--- src/rtl/sub_pipe_w_if.sv ---
// rtl/sub_pipe_w_if.sv - operand/result stream bundle for the pipelined subtractor
//
// Purpose: groups the input beat (a, b, borrow-in) and the result beat
// (dif, borrow-out, overflow, zero) with their valid/ready handshakes.
// Ports (seen from the subtractor, modport slave):
//   in_valid_i / in_ready_o : operand beat handshake
//   a_i, b_i, brw_i         : minuend, subtrahend, borrow-in
//   out_valid_o / out_ready_i : result beat handshake
//   dif_o, brw_o, ovf_o, zero_o : difference and flags
// modport master is the producer/consumer side driving that unit.
interface sub_pipe_w_if #(
  parameter int WIDTH = 16
) ();
  logic             in_valid_i;
  logic             in_ready_o;
  logic [WIDTH-1:0] a_i;
  logic [WIDTH-1:0] b_i;
  logic             brw_i;
  logic             out_valid_o;
  logic             out_ready_i;
  logic [WIDTH-1:0] dif_o;
  logic             brw_o;
  logic             ovf_o;
  logic             zero_o;

  modport slave (
    input  in_valid_i, a_i, b_i, brw_i, out_ready_i,
    output in_ready_o, out_valid_o, dif_o, brw_o, ovf_o, zero_o
  );

  modport master (
    output in_valid_i, a_i, b_i, brw_i, out_ready_i,
    input  in_ready_o, out_valid_o, dif_o, brw_o, ovf_o, zero_o
  );
endinterface

--- src/rtl/sub_pipe_w.sv ---
// rtl/sub_pipe_w.sv - W-bit subtractor pipelined as a chain of borrow-ripple slices
//
// Purpose: dif = (a - b - brw) mod 2^WIDTH with unsigned borrow-out, signed
// overflow and zero flags. Each stage resolves STAGE_BITS of the difference
// and registers it; NUM_STAGES = WIDTH / STAGE_BITS.
// Ports:
//   clk_i   : clock, all state on the rising edge
//   rst_ni  : asynchronous active-low reset
//   flush_i : synchronous flush, drops every in-flight beat
//   s_if    : operand/result stream bundle (sub_pipe_w_if.slave)
module sub_pipe_w #(
  parameter int WIDTH      = 16,
  parameter int STAGE_BITS = 4
) (
  input  logic        clk_i,
  input  logic        rst_ni,
  input  logic        flush_i,
  sub_pipe_w_if.slave s_if
);
  localparam int NUM_STAGES = WIDTH / STAGE_BITS;
  localparam int LAST       = NUM_STAGES - 1;

  logic w_en;
  logic w_out_vld;

  // Whole pipe advances together; bubbles are held, not squeezed out.
  assign w_en            = !w_out_vld || s_if.out_ready_i;
  assign s_if.in_ready_o = w_en;

  for (genvar k = 0; k < NUM_STAGES; k++) begin : g_stage
    // REM: operand bits still unresolved entering this stage (lowest slice is ours).
    // DONE: difference bits resolved once this stage has registered.
    localparam int REM  = WIDTH - k * STAGE_BITS;
    localparam int DONE = (k + 1) * STAGE_BITS;

    logic [REM-1:0]      w_a;
    logic [REM-1:0]      w_b;
    logic                w_brw_in;
    logic                w_vld_in;
    logic [STAGE_BITS:0] w_slice;
    logic [DONE-1:0]     w_dif;
    logic                w_load;

    logic                r_vld;
    logic                r_brw;
    logic [DONE-1:0]     r_dif;

    if (k == 0) begin : g_head
      assign w_a      = s_if.a_i;
      assign w_b      = s_if.b_i;
      assign w_brw_in = s_if.brw_i;
      assign w_vld_in = s_if.in_valid_i;
      assign w_dif    = w_slice[STAGE_BITS-1:0];
    end else begin : g_body
      assign w_a      = g_stage[k-1].g_skew.r_a;
      assign w_b      = g_stage[k-1].g_skew.r_b;
      assign w_brw_in = g_stage[k-1].r_brw;
      assign w_vld_in = g_stage[k-1].r_vld;
      assign w_dif    = {w_slice[STAGE_BITS-1:0], g_stage[k-1].r_dif};
    end

    // One extra bit on the left: it reads 1 exactly when the slice borrows.
    assign w_slice = {1'b0, w_a[STAGE_BITS-1:0]}
                   - {1'b0, w_b[STAGE_BITS-1:0]}
                   - {{STAGE_BITS{1'b0}}, w_brw_in};
    assign w_load  = w_en && w_vld_in;

    always_ff @(posedge clk_i or negedge rst_ni) begin
      if (!rst_ni) begin
        r_vld <= 1'b0;
        r_brw <= 1'b0;
        r_dif <= '0;
      end else begin
        if (flush_i) begin
          r_vld <= 1'b0;
        end else if (w_en) begin
          r_vld <= w_vld_in;
        end
        if (w_load) begin
          r_brw <= w_slice[STAGE_BITS];
          r_dif <= w_dif;
        end
      end
    end

    if (k < LAST) begin : g_skew
      // Upper operand slices ride along until their stage comes up.
      logic [REM-STAGE_BITS-1:0] r_a;
      logic [REM-STAGE_BITS-1:0] r_b;

      always_ff @(posedge clk_i or negedge rst_ni) begin
        if (!rst_ni) begin
          r_a <= '0;
          r_b <= '0;
        end else if (w_load) begin
          r_a <= w_a[REM-1:STAGE_BITS];
          r_b <= w_b[REM-1:STAGE_BITS];
        end
      end
    end else begin : g_tail
      // Flags come from the full difference, so they are formed here and
      // registered with it; the outputs stay pure register reads.
      logic r_ovf;
      logic r_zero;

      always_ff @(posedge clk_i or negedge rst_ni) begin
        if (!rst_ni) begin
          r_ovf  <= 1'b0;
          r_zero <= 1'b0;
        end else if (w_load) begin
          r_ovf  <= (w_a[REM-1] != w_b[REM-1]) && (w_dif[DONE-1] != w_a[REM-1]);
          r_zero <= (w_dif == '0);
        end
      end
    end
  end

  assign w_out_vld        = g_stage[LAST].r_vld;
  assign s_if.out_valid_o = w_out_vld;
  assign s_if.dif_o       = g_stage[LAST].r_dif;
  assign s_if.brw_o       = g_stage[LAST].r_brw;
  assign s_if.ovf_o       = g_stage[LAST].g_tail.r_ovf;
  assign s_if.zero_o      = g_stage[LAST].g_tail.r_zero;
endmodule

--- src/flat_wrapper.sv ---
// flat-port wrapper written by rule: the top's interface ports become plain ports
module sub_pipe_w_flat 
#(
  parameter int WIDTH      = 16,
  parameter int STAGE_BITS = 4
)
  (clk_i, rst_ni, flush_i, s_if_in_valid_i, s_if_a_i, s_if_b_i, s_if_brw_i, s_if_out_ready_i, s_if_in_ready_o, s_if_out_valid_o, s_if_dif_o, s_if_brw_o, s_if_ovf_o, s_if_zero_o);
  sub_pipe_w_if #(.WIDTH(WIDTH)) s_if_i ();
  input  logic clk_i;
  input  logic rst_ni;
  input  logic flush_i;
  input wire logic [$bits(s_if_i.in_valid_i)-1:0] s_if_in_valid_i;
  input wire logic [$bits(s_if_i.a_i)-1:0] s_if_a_i;
  input wire logic [$bits(s_if_i.b_i)-1:0] s_if_b_i;
  input wire logic [$bits(s_if_i.brw_i)-1:0] s_if_brw_i;
  input wire logic [$bits(s_if_i.out_ready_i)-1:0] s_if_out_ready_i;
  output wire logic [$bits(s_if_i.in_ready_o)-1:0] s_if_in_ready_o;
  output wire logic [$bits(s_if_i.out_valid_o)-1:0] s_if_out_valid_o;
  output wire logic [$bits(s_if_i.dif_o)-1:0] s_if_dif_o;
  output wire logic [$bits(s_if_i.brw_o)-1:0] s_if_brw_o;
  output wire logic [$bits(s_if_i.ovf_o)-1:0] s_if_ovf_o;
  output wire logic [$bits(s_if_i.zero_o)-1:0] s_if_zero_o;
  assign s_if_i.in_valid_i = s_if_in_valid_i;
  assign s_if_i.a_i = s_if_a_i;
  assign s_if_i.b_i = s_if_b_i;
  assign s_if_i.brw_i = s_if_brw_i;
  assign s_if_i.out_ready_i = s_if_out_ready_i;
  assign s_if_in_ready_o = s_if_i.in_ready_o;
  assign s_if_out_valid_o = s_if_i.out_valid_o;
  assign s_if_dif_o = s_if_i.dif_o;
  assign s_if_brw_o = s_if_i.brw_o;
  assign s_if_ovf_o = s_if_i.ovf_o;
  assign s_if_zero_o = s_if_i.zero_o;
  sub_pipe_w #(.WIDTH(WIDTH), .STAGE_BITS(STAGE_BITS)) u_core (.clk_i(clk_i), .rst_ni(rst_ni), .flush_i(flush_i), .s_if(s_if_i));
endmodule
--- config.mk ---
export PLATFORM = sky130hd
export DESIGN_NAME = sub_pipe_w_flat
export DESIGN_NICKNAME = d
export VERILOG_FILES = /design/src/rtl/sub_pipe_w_if.sv /design/src/rtl/sub_pipe_w.sv /design/src/flat_wrapper.sv
export SDC_FILE = /design/constraint.sdc
export NUM_CORES = 1
export LEC_CHECK = 0
export CORE_MARGIN = 2
export CORE_UTILIZATION = 51
export CTS_BUF_LIST = sky130_fd_sc_hd__clkbuf_8
export CTS_CLUSTER_SIZE = 14
export DETAILED_ROUTE_END_ITERATION = 8
export PLACE_DENSITY = 0.78
export SYNTH_ARGS = -nofsm -noshare
export SYNTH_HDL_FRONTEND = slang
export SYNTH_SLANG_ARGS = --single-unit
--- constraint.sdc ---
create_clock -name clk_i -period 1.78 [get_ports clk_i]
set_input_delay 0.267 -clock clk_i [delete_from_list [all_inputs] [get_ports clk_i]]
set_output_delay 0.267 -clock clk_i [all_outputs]
set_load 0.005 [all_outputs]
==> impl_metrics.csv, run 1 <==
group,metric,value,unit
power_and_ir_drop,clkPwrFrac,21.7,%
layout,final_util,66.2,%
logic_synthesis,syn_area,0.00446,mm^2
clock_network,clk_pin_slew,90,ps
logic_synthesis,yosysSeqAreaShare,55.0,%
layout,fill_cells,633,
critical_path,critPathBufInv,2,
critical_path,reg2reg_depth,8,
logic_synthesis,syn_avg_cell_area,13.2,um^2
power_and_ir_drop,leakage,2.60,nW
power_and_ir_drop,power_density,1370,mW/mm^2
clock_network,cts_buffers,9,
die,rows,34,
worst_hold_path,hp-class,"in2async",
sta,tightest_slew,440,ps
job,drv_cap,0,
sta,finalCritPeriodShare,110,%
sta,fmax,510,MHz
drt,vias,2634,
die,die_w,97.5,um
clock_network,cts_max_level,3,
critical_path,timing.rr.start,"u_core.g_stage[2].r_brw",
drt,drtAntennaViolNets,0,
global_route,grt_pass1_vias,2683,
layout,seqCellArea,0.00245,mm^2
sta,finalSetupViolCount,6,
layout,n_antenna_cell,0,
clock_network,cts_buffer_depth,2,
critical_path,path_class,"reg2reg",
drt,drt_wl_total,7.47,mm
layout,nets,488,
logic_synthesis,async_flop_share,100,%
critical_path,slowest_stage,"fa_2",
clock_network,cts-root-buf,"clkbuf_8",
die,dieArea,0.00951,mm^2
place,place_area,0.00533,mm^2
layout,area_delta_synth_final,27.6,%
logic_synthesis,yosys_warnings,0,
global_route,grt_use_total,16.7,%
drt,wl_per_cell,14.0,um
global_route,grt_pass1_wl,12.6,mm
drt,drtIter0Drc,73,
logic_synthesis,synth_top_cell_by_area,"dfrtp_1",
logic_synthesis,syn-instance-count,338,
die,die_h,97.5,um
layout,finalInstanceArea,0.00569,mm^2
logic_synthesis,synth_top_area_share,55.0,%
drt,via_per_inst,4.95,
global_route,grt_max_degree,35,
power_and_ir_drop,p_comb_share,36.2,%
global_route,antenna_found_initial,0,
die,core_area,0.00859,mm^2
logic_synthesis,synth_ff_type,"dfrtp_1",
logic_synthesis,synth_edf_count,0,
sta,slew_headroom,70.7,%
logic_synthesis,synth_common_cells,"dfrtp_1, mux2_2, inv_1",
critical_path,rrSetupSlack,-180,ps
critical_path,crit_top_cell,"inv_2",
critical_path,cp_top_family,"adder cells",
critical_path,crit_end,"u_core.s_if.dif_o[15]",
logic_synthesis,synth.most_common_cell,"dfrtp_1",
critical_path,cp_max_fo,2,
outcome,status,"complete, but fails checks",
critical_path,worst_setup_path_end_kind,"flip-flop",
place,gp_congestion,0.814,
critical_path,crit_chain,"inv_2 > fa_2 > inv_2 > ha_4 > o21ai_2 > nand3b_1 > xor2_1 > mux2_2",
power_and_ir_drop,p_sw,2.29,mW
sta,hold_violations,0,
place,dp_slack,-457,ps
logic_synthesis,yosysUniqueCellTypes,27,
drt,first_pass_iters,4,
logic_synthesis,synth_area_leaders,"dfrtp_1, mux2_2, ha_1",
logic_synthesis,syn-num-nets,406,
power_and_ir_drop,p_sw_share,29.3,%
drt,drc_errors,0,
critical_path,path_depth,8,
clock_network,cts_tree,"yes",
outcome,violations,"setup timing",
sta,clock-skew-final,11.3,ps
clock_network,clkLatencyLatePin,360,ps
global_route,grt_overflow_total,0,
logic_synthesis,ys_seq_elements,98,
sta,rsz0062_at_grt,"true",
sta,period_needed,1960,ps
power_and_ir_drop,p_total,7.82,mW
power_and_ir_drop,peakVddDrop,0.588,mV
die,ioPinCount,59,
layout,drive_gt1_share,33.5,%
power_and_ir_drop,pwr-share-seq,42.1,%
sta,drv_slew,0,
critical_path,r2r-end,"u_core.s_if.dif_o[15]",
critical_path,critPathLaunchType,"flip-flop",
clock_network,clkSinkCount,98,
layout,multi_input_area,0.00189,mm^2
critical_path,startpoint,"u_core.g_stage[2].r_brw",
die,initial_core_util,51.9,%
critical_path,critical_path.max_stage_delay,570,ps
power_and_ir_drop,p_int,5.52,mW
critical_path,crit_arrival,2210,ps
place,portBuffers,58,
place,dp_hpwl,5.39,mm
sta,finalWorstSetupSlack,-181,ps
critical_path,worst_ep_required_time,2030,ps
-- cell type report --
class | instances | area share [%]
tap | 108 | 2.37
sequential | 98 | 43.1
clock buffer | 10 | 2.42
inverter | 38 | 2.51
clock inverter | 5 | 1.80
multi-input combinational | 192 | 33.2
timing repair buffer | 81 | 14.6
-- worst min-delay path by stage --
| stage | slack [ps] | end | cells past startpoint |
|---|---|---|---|
| after floorplan | -30 | u_core.g_stage[0].g_skew.r_a[0] | 0 |
| after global placement | 240 | u_core.g_stage[0].g_skew.r_a[10] | 1 |
| after detailed placement | 250 | u_core.g_stage[0].g_skew.r_b[8] | 1 |
| after CTS | 400 | u_core.g_stage[0].g_skew.r_b[10] | 2 |
| after global routing | 420 | u_core.g_stage[0].g_skew.r_b[10] | 2 |
| final | 390 | u_core.g_stage[0].g_skew.r_b[10] | 2 |
-- power groups by stage --
stage	Sequential [mW]	Clock, mW	Combinational, mW
6_report	3.29	1.70	2.83
3_5_place_dp	3.32	0	2.55
3_3_place_gp	3.28	0	2.44
2_1_floorplan	3.21	0	1.56
4_1_cts	3.28	1.74	2.73
5_1_grt	3.38	1.83	3.15
-- flip-flops by register name, indices dropped and copies added (netlist names) --
signal / flops
u_core.s_if.out_valid_o: 1
u_core.s_if.dif_o: 16
u_core.s_if.zero_o: 1
u_core.g_stage.r_brw: 3
u_core.s_if.brw_o: 1
u_core.g_stage.r_dif: 24
u_core.s_if.ovf_o: 1
u_core.g_stage.g_skew.r_b: 24
u_core.g_stage.g_skew.r_a: 24
u_core.g_stage.r_vld: 3
-- what timing repair did --
item                                    4_1_cts  5_1_grt
pin swaps                                    11       12
cloned                                        0        0
resized for setup                            10       18
endpoints found under the setup margin        8       12
setup buffers                                 2        2
hold endpoints to repair                     31        0
hold buffers                                  1        0
-- placed cells by master (no fill, tap or decap), types with 4 or more instances in the layout --
cell type | Yosys | layout
clkdlybuf4s50_1 | 0 | 55
mux2_2 | 76 | 76
clkbuf_8 | 0 | 10
fa_2 | 0 | 6
buf_12 | 0 | 6
nand3b_1 | 4 | 4
buf_4 | 4 | 17
inv_2 | 1 | 7
ha_1 | 22 | 20
nand2_1 | 27 | 27
xnor2_1 | 10 | 9
a21oi_1 | 7 | 4
xor2_1 | 5 | 5
dfrtp_1 | 98 | 98
inv_1 | 37 | 31
o21ai_0 | 19 | 14
-- layer usage --
metal  share of wire, %  GRT usage (%)  routed length [um]  vias to the layer above
met1                 46           22.0                3410                     1288
met2                 49           27.0                3680                       42
li1                   -              -                   -                     1290
met3                3.3           3.81                 243                       14
met4                1.8           6.30                 134                        0
met5                  0              0                   0                        -
-- cells by family after synthesis --
logic type,share of synthesized area [%]
adders and majority gates,9.76
buffers and inverters,4.52
DFF,55.0
xor gates and xnor gates,3.45
AOI/OAI and AO/OA,3.37
and+or+nand+nor,4.74
muxes,19.2
-- per-stage QoR --
| stage | hold WS (ps) | TNS, ps | cells |
|---|---|---|---|
| final | 388 | -497 | 532 |
| after global routing | 423 | -1020 | 532 |
| after CTS | 395 | -475 | 530 |
| after detailed placement | 254 | -2140 | 512 |
| after global placement | 240 | -1520 | 512 |
| after floorplan | -28.6 | -213 | 338 |
(Power assumes the default switching activity.)
==> run 2: changes to the inputs <==
--- a/config.mk
+++ b/config.mk
@@ -10,7 +10,7 @@
 export CTS_BUF_LIST = sky130_fd_sc_hd__clkbuf_8
 export CTS_CLUSTER_SIZE = 14
 export DETAILED_ROUTE_END_ITERATION = 8
-export PLACE_DENSITY = 0.78
+export PLACE_DENSITY = 0.9
 export SYNTH_ARGS = -nofsm -noshare
 export SYNTH_HDL_FRONTEND = slang
 export SYNTH_SLANG_ARGS = --single-unit
==> constraint.sdc (replaced) <==
create_clock -name clk_i -period 1.75 [get_ports clk_i]
set_input_delay 0.2625 -clock clk_i [delete_from_list [all_inputs] [get_ports clk_i]]
set_output_delay 0.2625 -clock clk_i [all_outputs]
set_load 0.005 [all_outputs]
==> run 2 against run 1 <==
Against the previous run:
- the flow still finishes with violations (setup timing)
- utilization down 0.16 points
- register-to-register slack worse by 80 ps
- sequential cell count unchanged
- critical endpoint unchanged
- global-route usage up 2.0 points
- sequential share of layout area up 0.10 points
- final cell count unchanged
- non-clock buffer count down 1
- clock skew down 0.93 ps
- hold slack worse by 16 ps
==> impl_metrics.csv, run 2 (synthesis results as in run 1) <==
group,metric,value,unit
die,core_area,0.00859,mm^2
die,die_h,97.5,um
critical_path,critPathLaunchType,"flip-flop",
layout,fill_cells,583,
sta,rsz0062_at_grt,"true",
global_route,grt_overflow_total,0,
drt,via_per_inst,5.22,
sta,hold_violations,0,
layout,n_antenna_cell,0,
layout,final_util,66.1,%
critical_path,rrSetupSlack,-260,ps
clock_network,cts_buffers,9,
clock_network,cts_buffer_depth,2,
worst_hold_path,hp-class,"in2async",
layout,layout_commonest_cell,"dfrtp_1",
sta,tightest_slew,425,ps
layout,final_cell_mix,"dfrtp_1, mux2_2, clkdlybuf4s50_1",
outcome,status,"complete, but fails checks",
drt,wl_per_cell,15.9,um
layout,final_cells,532,
critical_path,timing.rr.start,"u_core.g_stage[2].g_skew.r_b[0]",
sta,finalCritPeriodShare,115,%
power_and_ir_drop,leakage,2.60,nW
sta,drv_slew,0,
layout,area_delta_synth_final,27.3,%
die,rows,34,
power_and_ir_drop,power_density,1390,mW/mm^2
layout,nets,487,
clock_network,cts_max_level,3,
drt,drt_wl_total,8.44,mm
drt,drtAntennaViolNets,0,
sta,finalWorstSetupSlack,-262,ps
layout,multi_input_area,0.00189,mm^2
critical_path,path_class,"reg2reg",
job,drv_cap,0,
drt,vias,2777,
global_route,grt_pass1_vias,2997,
sta,finalSetupViolCount,7,
global_route,grt_pass1_wl,14.0,mm
clock_network,cts_tree,"yes",
critical_path,worst_setup_path_end_kind,"flip-flop",
sta,period_needed,2010,ps
place,portBuffers,58,
critical_path,crit_arrival,2270,ps
drt,drtIter0Drc,118,
die,initial_core_util,51.9,%
die,dieArea,0.00951,mm^2
critical_path,startpoint,"u_core.g_stage[2].g_skew.r_b[0]",
place,gp_congestion,0.834,
place,place_area,0.00534,mm^2
place,dp_hpwl,5.92,mm
power_and_ir_drop,p_total,7.91,mW
place,post-place-cells,512,
critical_path,reg2reg_depth,8,
layout,seqCellArea,0.00245,mm^2
die,die_w,97.5,um
drt,drc_errors,0,
clock_network,cts-root-buf,"clkbuf_8",
sta,fmax,497,MHz
layout,reg_top3,"u_core.g_stage.g_skew.r_a: 24 flops, u_core.g_stage.g_skew.r_b: 24 flops, u_core.g_stage.r_dif: 24 flops",
critical_path,cp_max_fo,2,
layout,drive_gt1_share,33.7,%
global_route,grt_max_degree,37,
global_route,antenna_found_initial,0,
clock_network,clk_pin_slew,90,ps
sta,clock-skew-final,10.4,ps
critical_path,r2r-end,"u_core.s_if.dif_o[15]",
die,ioPinCount,59,
clock_network,clkSinkCount,98,
global_route,grt_use_total,18.7,%
clock_network,clkLatencyLatePin,370,ps
power_and_ir_drop,peakVddDrop,0.596,mV
sta,slew_headroom,71.7,%
drt,first_pass_iters,4,
layout,finalInstanceArea,0.00568,mm^2
critical_path,worst_ep_required_time,2010,ps
outcome,violations,"setup timing",
[run 2: cell count changes in the layout (fill, tap and decap cells not counted), sizes merged]
| cell | change |
|---|---|
| buf | -1 |
| dlymetal6s2s | +1 |
| clkinvlp | +1 |
| clkbuf | -1 |
| inv | +2 |
| clkdlybuf4s50 | -2 |
| bufinv | -1 |
| dlygate4sd2 | +1 |
[run 2: power breakdown]
| group | internal (mW) | switching (mW) |
|---|---|---|
| Clock | 0.802 | 0.788 |
| Combinational | 1.75 | 1.22 |
| Sequential | 2.91 | 0.452 |
| Total | 5.46 | 2.46 |
[run 2: final cells by class]
cell class                 count  area share [%]
sequential                    98            43.2
multi-input combinational    192            33.2
timing repair buffer          80            14.9
inverter                      38            2.51
tap                          108            2.38
clock buffer                   9            2.18
clock inverter                 7            1.63
[run 2: how the worst max path moves through the flow]
| stage | slack (ps) | cells after the start | to |
|---|---|---|---|
| after floorplan | -130 | 8 | u_core.s_if.dif_o[15] |
| after global placement | -350 | 9 | u_core.g_stage[0].r_dif[3] |
| after detailed placement | -490 | 9 | u_core.g_stage[0].r_dif[3] |
| after CTS | -270 | 8 | u_core.s_if.dif_o[15] |
| after global routing | -360 | 8 | u_core.s_if.dif_o[15] |
| final | -260 | 8 | u_core.s_if.dif_o[15] |
[run 2: repair_timing]
item	in CTS	in global routing
setup endpoints to repair	10	13
setup buffers	2	1
hold buffers	1	0
pin swaps	8	8
gates resized for setup	10	23
hold endpoints to repair	29	0
[run 2: layer usage]
metal / vias to the layer above / GRT usage [%] / wire length [um]
li1: 1292 / - / -
met1: 1402 / 22.1 / 3380
met2: 63 / 32.3 / 4550
met3: 20 / 4.10 / 272
met4: 0 / 8.87 / 234
met5: - / 0 / 0
[run 2: worst max-delay path, stage by stage (launching register included)]
cell,delay (ps)
dfrtp_1,370
inv_2,50
fa_2,590
inv_2,50
ha_4,150
o21ai_2,110
nand3b_1,130
xor2_1,190
mux2_2,270
[run 2: metrics by stage]
step           worst slack (ps)  TNS, ps  hold slack (ps)
6_report                   -262     -897              372
5_1_grt                    -359    -1640              406
4_1_cts                    -273    -1200              377
3_5_place_dp               -494    -2950              237
3_3_place_gp               -350    -1810              224
2_1_floorplan              -134     -333            -33.1
